[src/rtl/param_cache_mem.sv]
// Direct-mapped write-back/write-allocate cache with embedded backing memory; optional CACHE_STATS_EN adds hit/miss/writeback counters.
// Latency: hit 1 cycle, clean miss 1+MEM_LAT, dirty miss 1+2*MEM_LAT (accept to rsp_valid).
// Backpressure: req_ready only in IDLE, requests offered while busy are ignored; response has no backpressure.
module param_cache_mem #(
   parameter int DATA_W    = 8,
   parameter int ADDR_W    = 5,
   parameter int NUM_LINES = 4,
   parameter int MEM_LAT   = 2
) (
   input  logic              clk,
   input  logic              rst_n,
   input  logic              req_valid,
   output logic              req_ready,
   input  logic              req_wr,
   input  logic [ADDR_W-1:0] req_addr,
   input  logic [DATA_W-1:0] req_wdata,
   output logic              rsp_valid,
   output logic [DATA_W-1:0] rsp_rdata,
   output logic              rsp_hit
`ifdef CACHE_STATS_EN
   ,
   output logic [15:0]       hit_cnt,
   output logic [15:0]       miss_cnt,
   output logic [15:0]       wb_cnt
`endif
);

   localparam int IDX_W = $clog2(NUM_LINES);
   localparam int CNT_W = $clog2(MEM_LAT + 1);
   localparam int MEM_D = 1 << ADDR_W;

   typedef enum logic [1:0] {S_IDLE, S_WB, S_FILL, S_RESP} state_t;

   state_t              r_state;
   state_t              w_next;
   logic                r_wr;
   logic [ADDR_W-1:0]   r_addr;
   logic [DATA_W-1:0]   r_wdata;
   logic [CNT_W-1:0]    r_cnt;
   logic [DATA_W-1:0]   r_rdata;
   logic                r_hit;
   logic                r_vld [NUM_LINES];
   logic                r_dty [NUM_LINES];
   logic [ADDR_W-1:0]   r_tag [NUM_LINES];
   logic [DATA_W-1:0]   r_dat [NUM_LINES];
   logic [DATA_W-1:0]   r_mem [MEM_D];

   logic                w_accept;
   logic [IDX_W-1:0]    w_req_idx;
   logic [IDX_W-1:0]    w_cur_idx;
   logic                w_hit;
   logic                w_victim_dirty;
   logic                w_last;
   logic [DATA_W-1:0]   w_fill_dat;

   assign w_accept       = req_valid && (r_state == S_IDLE);
   assign w_req_idx      = req_addr[ADDR_W-1 -: IDX_W];
   assign w_cur_idx      = r_addr[ADDR_W-1 -: IDX_W];
   assign w_hit          = r_vld[w_req_idx] && (r_tag[w_req_idx] == req_addr);
   assign w_victim_dirty = r_vld[w_req_idx] && r_dty[w_req_idx];
   assign w_last         = (r_cnt == CNT_W'(MEM_LAT - 1));
   assign w_fill_dat     = r_wr ? r_wdata : r_mem[r_addr];

   assign req_ready = (r_state == S_IDLE);
   assign rsp_valid = (r_state == S_RESP);
   assign rsp_rdata = r_rdata;
   assign rsp_hit   = r_hit;

   always_ff @(posedge clk or negedge rst_n) begin
      if (!rst_n) r_state <= S_IDLE;
      else        r_state <= w_next;
   end

   always_comb begin
      w_next = r_state;
      case (r_state)
         S_IDLE: if (w_accept) begin
            if (w_hit)               w_next = S_RESP;
            else if (w_victim_dirty) w_next = S_WB;
            else                     w_next = S_FILL;
         end
         S_WB:    if (w_last) w_next = S_FILL;
         S_FILL:  if (w_last) w_next = S_RESP;
         S_RESP:  w_next = S_IDLE;
         default: w_next = S_IDLE;
      endcase
   end

   always_ff @(posedge clk or negedge rst_n) begin
      if (!rst_n) begin
         r_wr    <= 1'b0;
         r_addr  <= '0;
         r_wdata <= '0;
         r_cnt   <= '0;
         r_rdata <= '0;
         r_hit   <= 1'b0;
         for (int i = 0; i < NUM_LINES; i++) begin
            r_vld[i] <= 1'b0;
            r_dty[i] <= 1'b0;
            r_tag[i] <= '0;
            r_dat[i] <= '0;
         end
         for (int j = 0; j < MEM_D; j++) r_mem[j] <= '0;
      end else begin
         case (r_state)
            S_IDLE: if (w_accept) begin
               r_wr    <= req_wr;
               r_addr  <= req_addr;
               r_wdata <= req_wdata;
               r_cnt   <= '0;
               r_hit   <= w_hit;
               if (w_hit) begin
                  if (req_wr) begin
                     r_dat[w_req_idx] <= req_wdata;
                     r_dty[w_req_idx] <= 1'b1;
                     r_rdata          <= req_wdata;
                  end else begin
                     r_rdata <= r_dat[w_req_idx];
                  end
               end
            end
            S_WB: begin
               if (w_last) begin
                  r_mem[r_tag[w_cur_idx]] <= r_dat[w_cur_idx];
                  r_cnt                   <= '0;
               end else begin
                  r_cnt <= r_cnt + CNT_W'(1);
               end
            end
            S_FILL: begin
               // Write miss allocates and merges the new word in the same step.
               if (w_last) begin
                  r_vld[w_cur_idx] <= 1'b1;
                  r_tag[w_cur_idx] <= r_addr;
                  r_dty[w_cur_idx] <= r_wr;
                  r_dat[w_cur_idx] <= w_fill_dat;
                  r_rdata          <= w_fill_dat;
               end else begin
                  r_cnt <= r_cnt + CNT_W'(1);
               end
            end
            default: ;
         endcase
      end
   end

`ifdef CACHE_STATS_EN
   logic [15:0] r_hit_cnt;
   logic [15:0] r_miss_cnt;
   logic [15:0] r_wb_cnt;

   always_ff @(posedge clk or negedge rst_n) begin
      if (!rst_n) begin
         r_hit_cnt  <= '0;
         r_miss_cnt <= '0;
         r_wb_cnt   <= '0;
      end else begin
         if (r_state == S_RESP) begin
            if (r_hit && r_hit_cnt != 16'hFFFF)   r_hit_cnt  <= r_hit_cnt + 16'd1;
            if (!r_hit && r_miss_cnt != 16'hFFFF) r_miss_cnt <= r_miss_cnt + 16'd1;
         end
         if (r_state == S_WB && w_last && r_wb_cnt != 16'hFFFF) r_wb_cnt <= r_wb_cnt + 16'd1;
      end
   end

   assign hit_cnt  = r_hit_cnt;
   assign miss_cnt = r_miss_cnt;
   assign wb_cnt   = r_wb_cnt;
`endif

endmodule

[config.mk]
export PLATFORM = sky130hd
export DESIGN_NAME = param_cache_mem
export DESIGN_NICKNAME = d
export VERILOG_FILES = /design/src/rtl/param_cache_mem.sv
export SDC_FILE = /design/constraint.sdc
export NUM_CORES = 1
export LEC_CHECK = 0
export CAP_MARGIN = 20
export CELL_PAD_IN_SITES_DETAIL_PLACEMENT = 0
export CELL_PAD_IN_SITES_GLOBAL_PLACEMENT = 1
export CORE_MARGIN = 10
export CORE_UTILIZATION = 30
export CTS_CLUSTER_SIZE = 25
export DETAILED_ROUTE_END_ITERATION = 16
export GPL_ROUTABILITY_DRIVEN = 1
export PLACE_DENSITY_LB_ADDON = 0.1
export SLEW_MARGIN = 20
export SYNTH_ARGS = -nofsm -noshare
export SYNTH_HDL_FRONTEND = slang
export SYNTH_SLANG_ARGS = --single-unit
[constraint.sdc]
create_clock -name clk -period 2.7 [get_ports clk]
set_clock_uncertainty 0.2 [all_clocks]
set_input_delay 0.54 -clock clk [delete_from_list [all_inputs] [get_ports clk]]
set_output_delay 0.54 -clock clk [all_outputs]
set_load 0.02 [all_outputs]
---- Word-level counts from Yosys, hierarchy flattened ----
Cells that the tools add are included.
word-level totals
  register bits after elaboration ......... 343
  input bits .............................. 17
  output and inout bits ................... 11
  logic and storage cells ................. 160
operators by class
  add/sub/neg operators ................... 1
  $lt $le $gt $ge ......................... 7
  eq/ne operators ......................... 11
  muxes and demuxes ....................... 64
  bitwise logic cells ..................... 6
  reductions and logical operators ........ 16
operators by type and width
  kind                                                         number
  bitwise mux 256 bit                                          1
  2-to-1 mux 32 bit                                            4
  2-to-1 mux 8 bit                                             14
  bitwise mux 32 bit                                           2
  one-hot mux 32 bit (2 select lines)                          1
  binary-select mux 8 bit (select 5 bit)                       1
  demux 8 bit (select 5 bit)                                   1
  binary-select mux 8 bit (select 2 bit)                       2
  demux 8 bit (select 2 bit)                                   2
  2-to-1 mux 5 bit                                             5
  binary-select mux 5 bit (select 2 bit)                       2
  bitwise mux 20 bit                                           1
  2-to-1 mux 2 bit                                             8
  2-to-1 mux 4 bit                                             4
  one-hot mux 8 bit (2 select lines)                           1
  greater-or-equal comparator 6 bit (second input constant)    2
  inverter 5 -> 6 bit                                          2
  demux 5 bit (select 2 bit)                                   1
  bitwise OR 4 bit                                             2
  one-hot mux 2 bit (4 select lines)                           1
  one-hot mux 4 bit (2 select lines)                           1
  greater-or-equal comparator 3 bit (second input constant)    2
  logical AND 1 bit                                            6
  less-than comparator 3 x 1 -> 1 bit (second input constant)  2
  other kinds (20)                                             37

---- Longest topological paths before layout ----
Gate-level depths: netlist of the first run.
  word-level depth ........................ 10
  depth in mapped cells ................... 10
  depth with buffers taken out ............ 8

---- Least setup slack after synthesis of the first run ----
OpenSTA, ideal clock, no wires.
  path type ............................... flip-flop to flip-flop
  start ................................... register r_addr[1]
  end ..................................... register r_rdata[3] (netlist: rsp_rdata[3])
  library setup time ...................... 0.125 ns
  data arrival time ....................... 2.246 ns
  data required time ...................... 2.375 ns
  slack ................................... 0.129 ns
  cell stages (with the launch flop) ...... 9
  buffers on the path ..................... 3
  period minus slack after synthesis ...... 2.571 ns
  path through ............................ dfrtp_1 -> buf_2 -> clkbuf_1 -> buf_1 -> mux4_2 -> a22oi_1 -> nand4_2 -> a221o_1 -> mux2_2
between the ends
  longest elaborated chain between the ends .. 7
RTL lines
  what                                                 RTL line  text
  from (decl)                                          37        logic [ADDR_W-1:0] r_addr;
  from (signal assigned)                               108       r_addr <= req_addr;
  inverter 5 -> 6 bit (not written as such)            62        assign w_fill_dat = r_wr ? r_wdata : r_mem[r_addr];
  binary-select mux 8 bit (select 5 bit)               62
  2-to-1 mux 8 bit (not written as such) (2 in a row)  62
  2-to-1 mux 8 bit                                     62
  2-to-1 mux 8 bit                                     132       if (w_last) begin
  one-hot mux 8 bit (2 select lines)                   105       case (r_state)
  to (signal assigned)                                 116       r_rdata <= req_wdata;
  to (signal assigned)                                 118       r_rdata <= r_dat[w_req_idx];
  to (signal assigned)                                 137       r_rdata <= w_fill_dat;
  to (decl)                                            40        logic [DATA_W-1:0] r_rdata;
No other way between the ends. The select of a mux whose other input is x is not followed.
A chain may end at the register's enable or synchronous reset.

---- Worst setup path after layout of the first run ----
  start ................................... register r_addr[0]
  end ..................................... register r_rdata[6] (netlist: rsp_rdata[6])
The elaborated chain is that of the path after synthesis.

==> flow_summary_export.csv, run 1 <==
group,metric,value,unit
status,status,"finished, violations left",
status,violations,"negative setup slack",
sta,clock.fmax,349,MHz
clock_network,root_buffer,"clkbuf_16",
logic_synthesis,syn_area_per_cell,14.7,µm²
min_path,min_path_type,"register to register",
power_and_ir_drop,total_power,0.0201,W
grt,grt_max_degree,59,
die,die_h,256,µm
grt,grt_antenna_before_repair,0,
clock_network,cts_tree,"built",
clock_network,clock_path_buffers,3,
placed_design,place_area,0.0190,mm²
worst_setup_path,critPathLaunchType,"register",
logic_synthesis,ys_types,62,
sta,grt_setup_unrepaired,"true",
grt,grt_use_total,0.145,
worst_setup_path,end_kind,"register",
route,firstDrtPassIters,10,
clock_network,worstSkewPairLatency,0.57,ns
layout,final_common_cell,"dfrtp_1",
sta,timing.final.ws_setup,-0.163,ns
grt,grt_pass1_vias,11400,
layout,final_area,0.0209,mm²
layout,nets,1312,
route,drt-initial-drc-count,749,
route,vias,10500,
worst_setup_path,cp_max_fo,15,
logic_synthesis,synth_area,0.0167,mm²
route,via_per_inst,5.05,
sta,max_slew.worst_pin.slew,0.747,ns
layout,drive_above_1_share,0.505,
logic_synthesis,synth_fp_nets,1159,
logic_synthesis,synth_edf_count,0,
route,ant_nets,0,
logic_synthesis,synth_async_sr_flop_share,1.00,
logic_synthesis,ys_warn_count,0,
route,drc_errors,0,
die,start_util,0.303,
sta,setup_viol,18,
worst_setup_path,crit_path_top_delay_cell,"mux4_2",
die,rows,86,
power_and_ir_drop,p_leak,9.60,nW
worst_setup_path,critPathMaxStageDelay,0.56,ns
logic_synthesis,ys_seq_area_frac,0.513,
placed_design,dpl.hpwl,32500,µm
route,wl_per_cell,22.8,µm
power_and_ir_drop,irDropWorstVdd,456,µV
route,wl,47200,µm
sta,maxSlewViolCount,0,
sta,period_share,1.06,
die,die_w,256,µm
clock_network,cts_max_level,2,
sta,final.min_clock_period,2.86,ns
worst_setup_path,critical_path_class,"register to register",
placed_design,globalplace.congestion,0.758,
clock_network,cts_buffers,43,
logic_synthesis,synth-seq-cells,343,
die,core_area,0.0552,mm²
placed_design,port_buffers,27,
layout,final_cell_mix,"340 x dfrtp_1, 269 x mux2_2, 110 x buf_4",
clock_network,clk_pin_slew_worst_paths,0.06,ns
die,die_area,0.0656,mm²
grt,grt_pass1_wl,74000,µm
sta,whs,0.270,ns
layout,antenna_cells,0,
die,io_pins,28,
clock_network,clkSinkCount,343,
logic_synthesis,postSynthCellCount,1135,
power_and_ir_drop,powerDensity,962,mW/mm²
sta,fin_setup_tns,-1.31,ns
worst_setup_path,path_cells,"buf_12 -> mux4_2 -> a22oi_2 -> buf_4 -> nand4_1 -> buf_6 -> a221o_1 -> mux2_2",
logic_synthesis,synth_ff_type,"dfrtp_1",
grt,gr-total-overflow,0,
worst_setup_path,crit_required,2.96,ns
job,cap_viol_max_count,0,
worst_setup_path,cp.arrival,3.12,ns
layout,area.growth.synth_to_final,25.0,%
layout,fin_cells,2070,
layout,fillerInstances,5232,
placed_design,placedCellCount,1973,
sta,maxSlewHeadroom,0.499,
sta,hold_viol_final,0,
[worst max-delay path, delay by kind of cell, from the launching register on]
| family | cells | cell delay [ns] |
|---|---|---|
| AND/OR/NAND/NOR | 1 | 0.12 |
| flip-flops | 1 | 0.53 |
| buffers and inverters | 3 | 0.54 |
| multiplexers | 2 | 0.82 |
| AO/OA/AOI/OAI | 2 | 0.53 |
[repair_timing]
item | CTS | global route
hold buffers | 1 | 0
gates resized for setup | 26 | 30
buffers inserted | 11 | 8
pin swaps | 14 | 31
gates cloned | 1 | 0
endpoints found under the hold margin | 47 | 0
endpoints found under the setup margin | 121 | 199
[layer usage]
metal	global-route usage	up-vias	part of all wire
met5	0	-	0
met4	0.0359	0	0.017
met3	0.0275	54	0.036
met2	0.237	170	0.48
met1	0.196	5553	0.47
li1	-	4685	-
[power by group]
| part | leakage, nW | switching (W) | internal (W) |
|---|---|---|---|
| clock network | 0.737 | 0.00232 | 0.00373 |
| registers | 4.69 | 0.000662 | 0.00592 |
| logic | 4.17 | 0.00410 | 0.00340 |
[metrics by stage]
step,util,worst slack (ns)
detailed placement,0.344,-0.636
global placement,0.344,-0.601
CTS,0.375,-0.189
floorplan,-,0.129
global route,0.379,-0.258
finish,0.379,-0.163
[cell usage after synthesis (3+ instances only)]
library cell,count,area (µm²)
ha_1,7,87.6
a211o_1,3,26.3
buf_2,6,30.0
a222oi_1,32,320
o22ai_1,3,18.8
and2_1,13,81.3
nor2_4,11,124
mux4_2,89,2000
a221o_1,9,90.1
nor2_8,3,60.1
nor2b_1,8,50.1
nand2_4,8,90.1
buf_6,9,101
inv_1,13,48.8
nand4_1,3,18.8
buf_4,3,22.5
nand2b_1,11,68.8
nor2_2,4,25.0
o21bai_1,4,30.0
and3_1,3,18.8
nor3_1,11,55.1
clkbuf_1,50,188
o2bb2ai_1,32,280
xor2_1,4,35.0
mux2_2,272,3060
a21oi_1,13,65.1
buf_1,9,33.8
a22oi_1,32,240
o211ai_1,3,22.5
mux2_1,18,203
nand2_1,37,139
dfrtp_1,343,8580
nand2_2,8,50.1
nand4_2,5,62.6
nor2_1,17,63.8
o21ai_0,7,35.0
[logic make-up (layout without fill, tap and decap cells)]
kind of cell,Yosys count,after routing,synth area share
multiplexers,379,379,0.315
flip-flops,343,343,0.513
AND/OR/NAND/NOR,161,161,0.0654
AO/OA/AOI/OAI,146,146,0.0714
buffers and inverters,93,280,0.0267
adder cells (fa/ha/maj),7,7,0.00523
XOR/XNOR,6,6,0.00314
[worst paths after layout]
check | startpoint | end | slack [ns] | cells past startpoint
max | r_addr[0] | rsp_rdata[6] | -0.16 | 8
min | r_vld[3] | r_vld[3] | 0.27 | 1
max reg2reg | r_addr[0] | rsp_rdata[6] | -0.16 | 8
min reg2reg | r_vld[3] | r_vld[3] | 0.27 | 1
max in group asynchronous | rst_n | r_mem[97] | 1.22 | 3
min in group asynchronous | rst_n | r_tag[19] | 0.30 | 2
[sequential cells by signal (all words and copies together) (netlist names)]
signal,count
r_dty,4
r_cnt,2
r_wr,1
rsp_hit,1
r_dat,32
rsp_rdata,8
r_mem,256
r_wdata,8
r_state,2
r_vld,4
r_addr,5
r_tag,20
[area by class of cell]
cell class,instances,area (µm²),share of cell area
flip-flops and latches,343,8590,0.411
multi-input cells,699,7900,0.378
repair buffers,186,1950,0.0931
clock buffers,65,1310,0.0627
well taps,748,936,0.0447
clock inverters,14,180,0.00861
inverters,15,56.3,0.00269
Power figures use the tool's default switching activity.
==> run 2: changes to the inputs <==
DONT_BUFFER_PORTS = 1   (was unset)
==> flow_summary_export.csv, run 2 (same netlist as run 1, synthesis figures left out) <==
group,metric,value,unit
worst_setup_path,critPathMaxStageDelay,0.52,ns
grt,grt_use_total,0.152,
layout,final_common_cell,"dfrtp_1",
sta,timing.final.ws_setup,-0.306,ns
worst_setup_path,critical_path_class,"register to register",
die,die_h,256,µm
sta,grt_setup_unrepaired,"true",
placed_design,globalplace.congestion,0.750,
power_and_ir_drop,power_frac_seq,0.331,
route,vias,10500,
sta,hold_viol_final,343,
job,cap_viol_max_count,0,
clock_network,clk_pin_slew_worst_paths,0.06,ns
status,status,"finished, violations left",
power_and_ir_drop,p_int,0.0128,W
layout,largest_registers,"r_mem x256, r_dat x32, r_tag x20",
worst_setup_path,path_buf_inv,4,
power_and_ir_drop,pwr-share-clk,0.289,
layout,final_cell_mix,"340 x dfrtp_1, 240 x mux2_2, 118 x buf_4",
placed_design,dpl.hpwl,32500,µm
worst_setup_path,crit_required,2.96,ns
worst_setup_path,cp.arrival,3.26,ns
placed_design,placedCellCount,1943,
sta,setup_viol,35,
die,die_w,256,µm
route,drc_errors,0,
power_and_ir_drop,switchingPower,0.00705,W
die,start_util,0.303,
sta,whs,-0.510,ns
route,firstDrtPassIters,5,
grt,grt_antenna_before_repair,0,
sta,period_share,1.11,
power_and_ir_drop,powerDensity,950,mW/mm²
clock_network,clock_path_buffers,3,
grt,grt_pass1_vias,11300,
sta,clock.fmax,333,MHz
layout,nets,1308,
die,rows,86,
route,via_per_inst,5.09,
route,drt-initial-drc-count,706,
clock_network,worstSkewPairLatency,0.57,ns
sta,maxSlewHeadroom,0.274,
worst_setup_path,crit_family,"buffers and inverters",
layout,largest_reg_flops,256,
worst_setup_path,crit_path_top_delay_cell,"dfrtp_4",
power_and_ir_drop,irDropWorstVdd,413,µV
sta,maxSlewViolCount,0,
layout,fin_util,0.380,
worst_setup_path,rr_worst_depth,9,
layout,antenna_cells,0,
grt,grt_max_degree,344,
worst_setup_path,cp_max_fo,6,
route,ant_nets,0,
layout,fin_cells,2065,
route,wl_per_cell,24.3,µm
worst_setup_path,path_cells,"buf_12 -> buf_12 -> mux4_2 -> a22oi_1 -> buf_4 -> nand4_1 -> buf_4 -> a221o_1 -> mux2_4",
min_path,min_path_type,"primary input to async pin",
status,violations,"negative hold slack, negative setup slack",
die,die_area,0.0656,mm²
layout,top_register,"r_mem",
die,io_pins,28,
worst_setup_path,cp_num_cells,9,
grt,grt_pass1_wl,76300,µm
placed_design,port_buffers,0,
clock_network,root_buffer,"clkbuf_16",
power_and_ir_drop,p_comb_frac,0.380,
clock_network,cts_buffers,43,
layout,area.growth.synth_to_final,25.2,%
sta,max_slew.worst_pin.slew,1.08,ns
power_and_ir_drop,p_sw_frac,0.354,
grt,gr-total-overflow,0,
die,core_area,0.0552,mm²
layout,drive_above_1_share,0.522,
clock_network,cts_max_level,2,
worst_setup_path,critPathLaunchType,"register",
sta,final.min_clock_period,3.01,ns
worst_setup_path,end_kind,"register",
route,wl,50200,µm
clock_network,cts_tree,"built",
clock_network,clkSinkCount,343,
clock_network,holdBufCountCts,13,
power_and_ir_drop,p_leak,9.57,nW
run 2: cell type report:
| type | count | area [µm²] |
|---|---|---|
| Sequential cell | 343 | 8590 |
| Multi-Input combinational cell | 699 | 8080 |
| Inverter | 15 | 56.3 |
| Clock buffer | 64 | 1240 |
| Clock inverter | 14 | 156 |
| Fill cell | 5247 | 34200 |
| Timing Repair Buffer | 182 | 1890 |
| Tap cell | 748 | 936 |
run 2: per-layer routing:
layer / up-vias / routed length [µm] / part of all wire / GRT usage
met3: 69 / 2010 / 0.040 / 0.0272
met4: 0 / 1270 / 0.025 / 0.0461
met2: 195 / 23600 / 0.47 / 0.246
li1: 4663 / - / - / -
met1: 5593 / 23200 / 0.46 / 0.204
met5: - / 0 / 0 / 0
run 2: repair_timing:
action                                  CTS  global route
pin swaps                                49            37
buffers inserted                         23            11
endpoints found under the setup margin  253           151
hold endpoints to repair                388           343
resized for setup                        37            70
run 2: final timing paths:
path	endpoint	slack [ns]	start
worst max register to register	rsp_rdata[6]	-0.31	r_addr[0]
min in group clk	r_state[0]	0.06	req_valid
worst max-delay path	rsp_rdata[6]	-0.31	r_addr[0]
worst min register to register	r_vld[0]	0.26	r_vld[0]
worst min-delay path	r_cnt[1]	-0.51	rst_n
max in group asynchronous	r_addr[3]	2.05	rst_n
run 2: metrics by stage:
step | cell area, µm² | hold WS [ns] | setup slack (ns) | TNS [ns] | total power, W
after global placement | 18700 | 0.0712 | -0.579 | -11.66 | 0.0135
after floorplan | 16700 | 0.0444 | 0.129 | 0 | 0.0107
final | 21000 | -0.510 | -0.306 | -3.40 | 0.0199
after CTS | 20600 | -0.547 | -0.259 | -2.93 | 0.0199
after detailed placement | 18700 | 0.0729 | -0.539 | -16.75 | 0.0135
after global routing | 21000 | -0.550 | -0.310 | -7.95 | 0.0210
run 2: worst reg2reg max path: stages, from the launching register on:
cell	delay (ns)
dfrtp_4	0.52
buf_12	0.16
buf_12	0.13
mux4_2	0.43
a22oi_1	0.18
buf_4	0.17
nand4_1	0.27
buf_4	0.27
a221o_1	0.29
mux2_4	0.26
run 2: power groups by stage:
| stage | Combinational (W) | Clock, W | Sequential (W) |
|---|---|---|---|
| 3_3_place_gp | 0.00679 | 0 | 0.00670 |
| 3_5_place_dp | 0.00679 | 0 | 0.00670 |
| 4_1_cts | 0.00731 | 0.00596 | 0.00660 |
| 5_1_grt | 0.00815 | 0.00616 | 0.00669 |
| 6_report | 0.00757 | 0.00574 | 0.00658 |
| 2_1_floorplan | 0.00436 | 0 | 0.00636 |
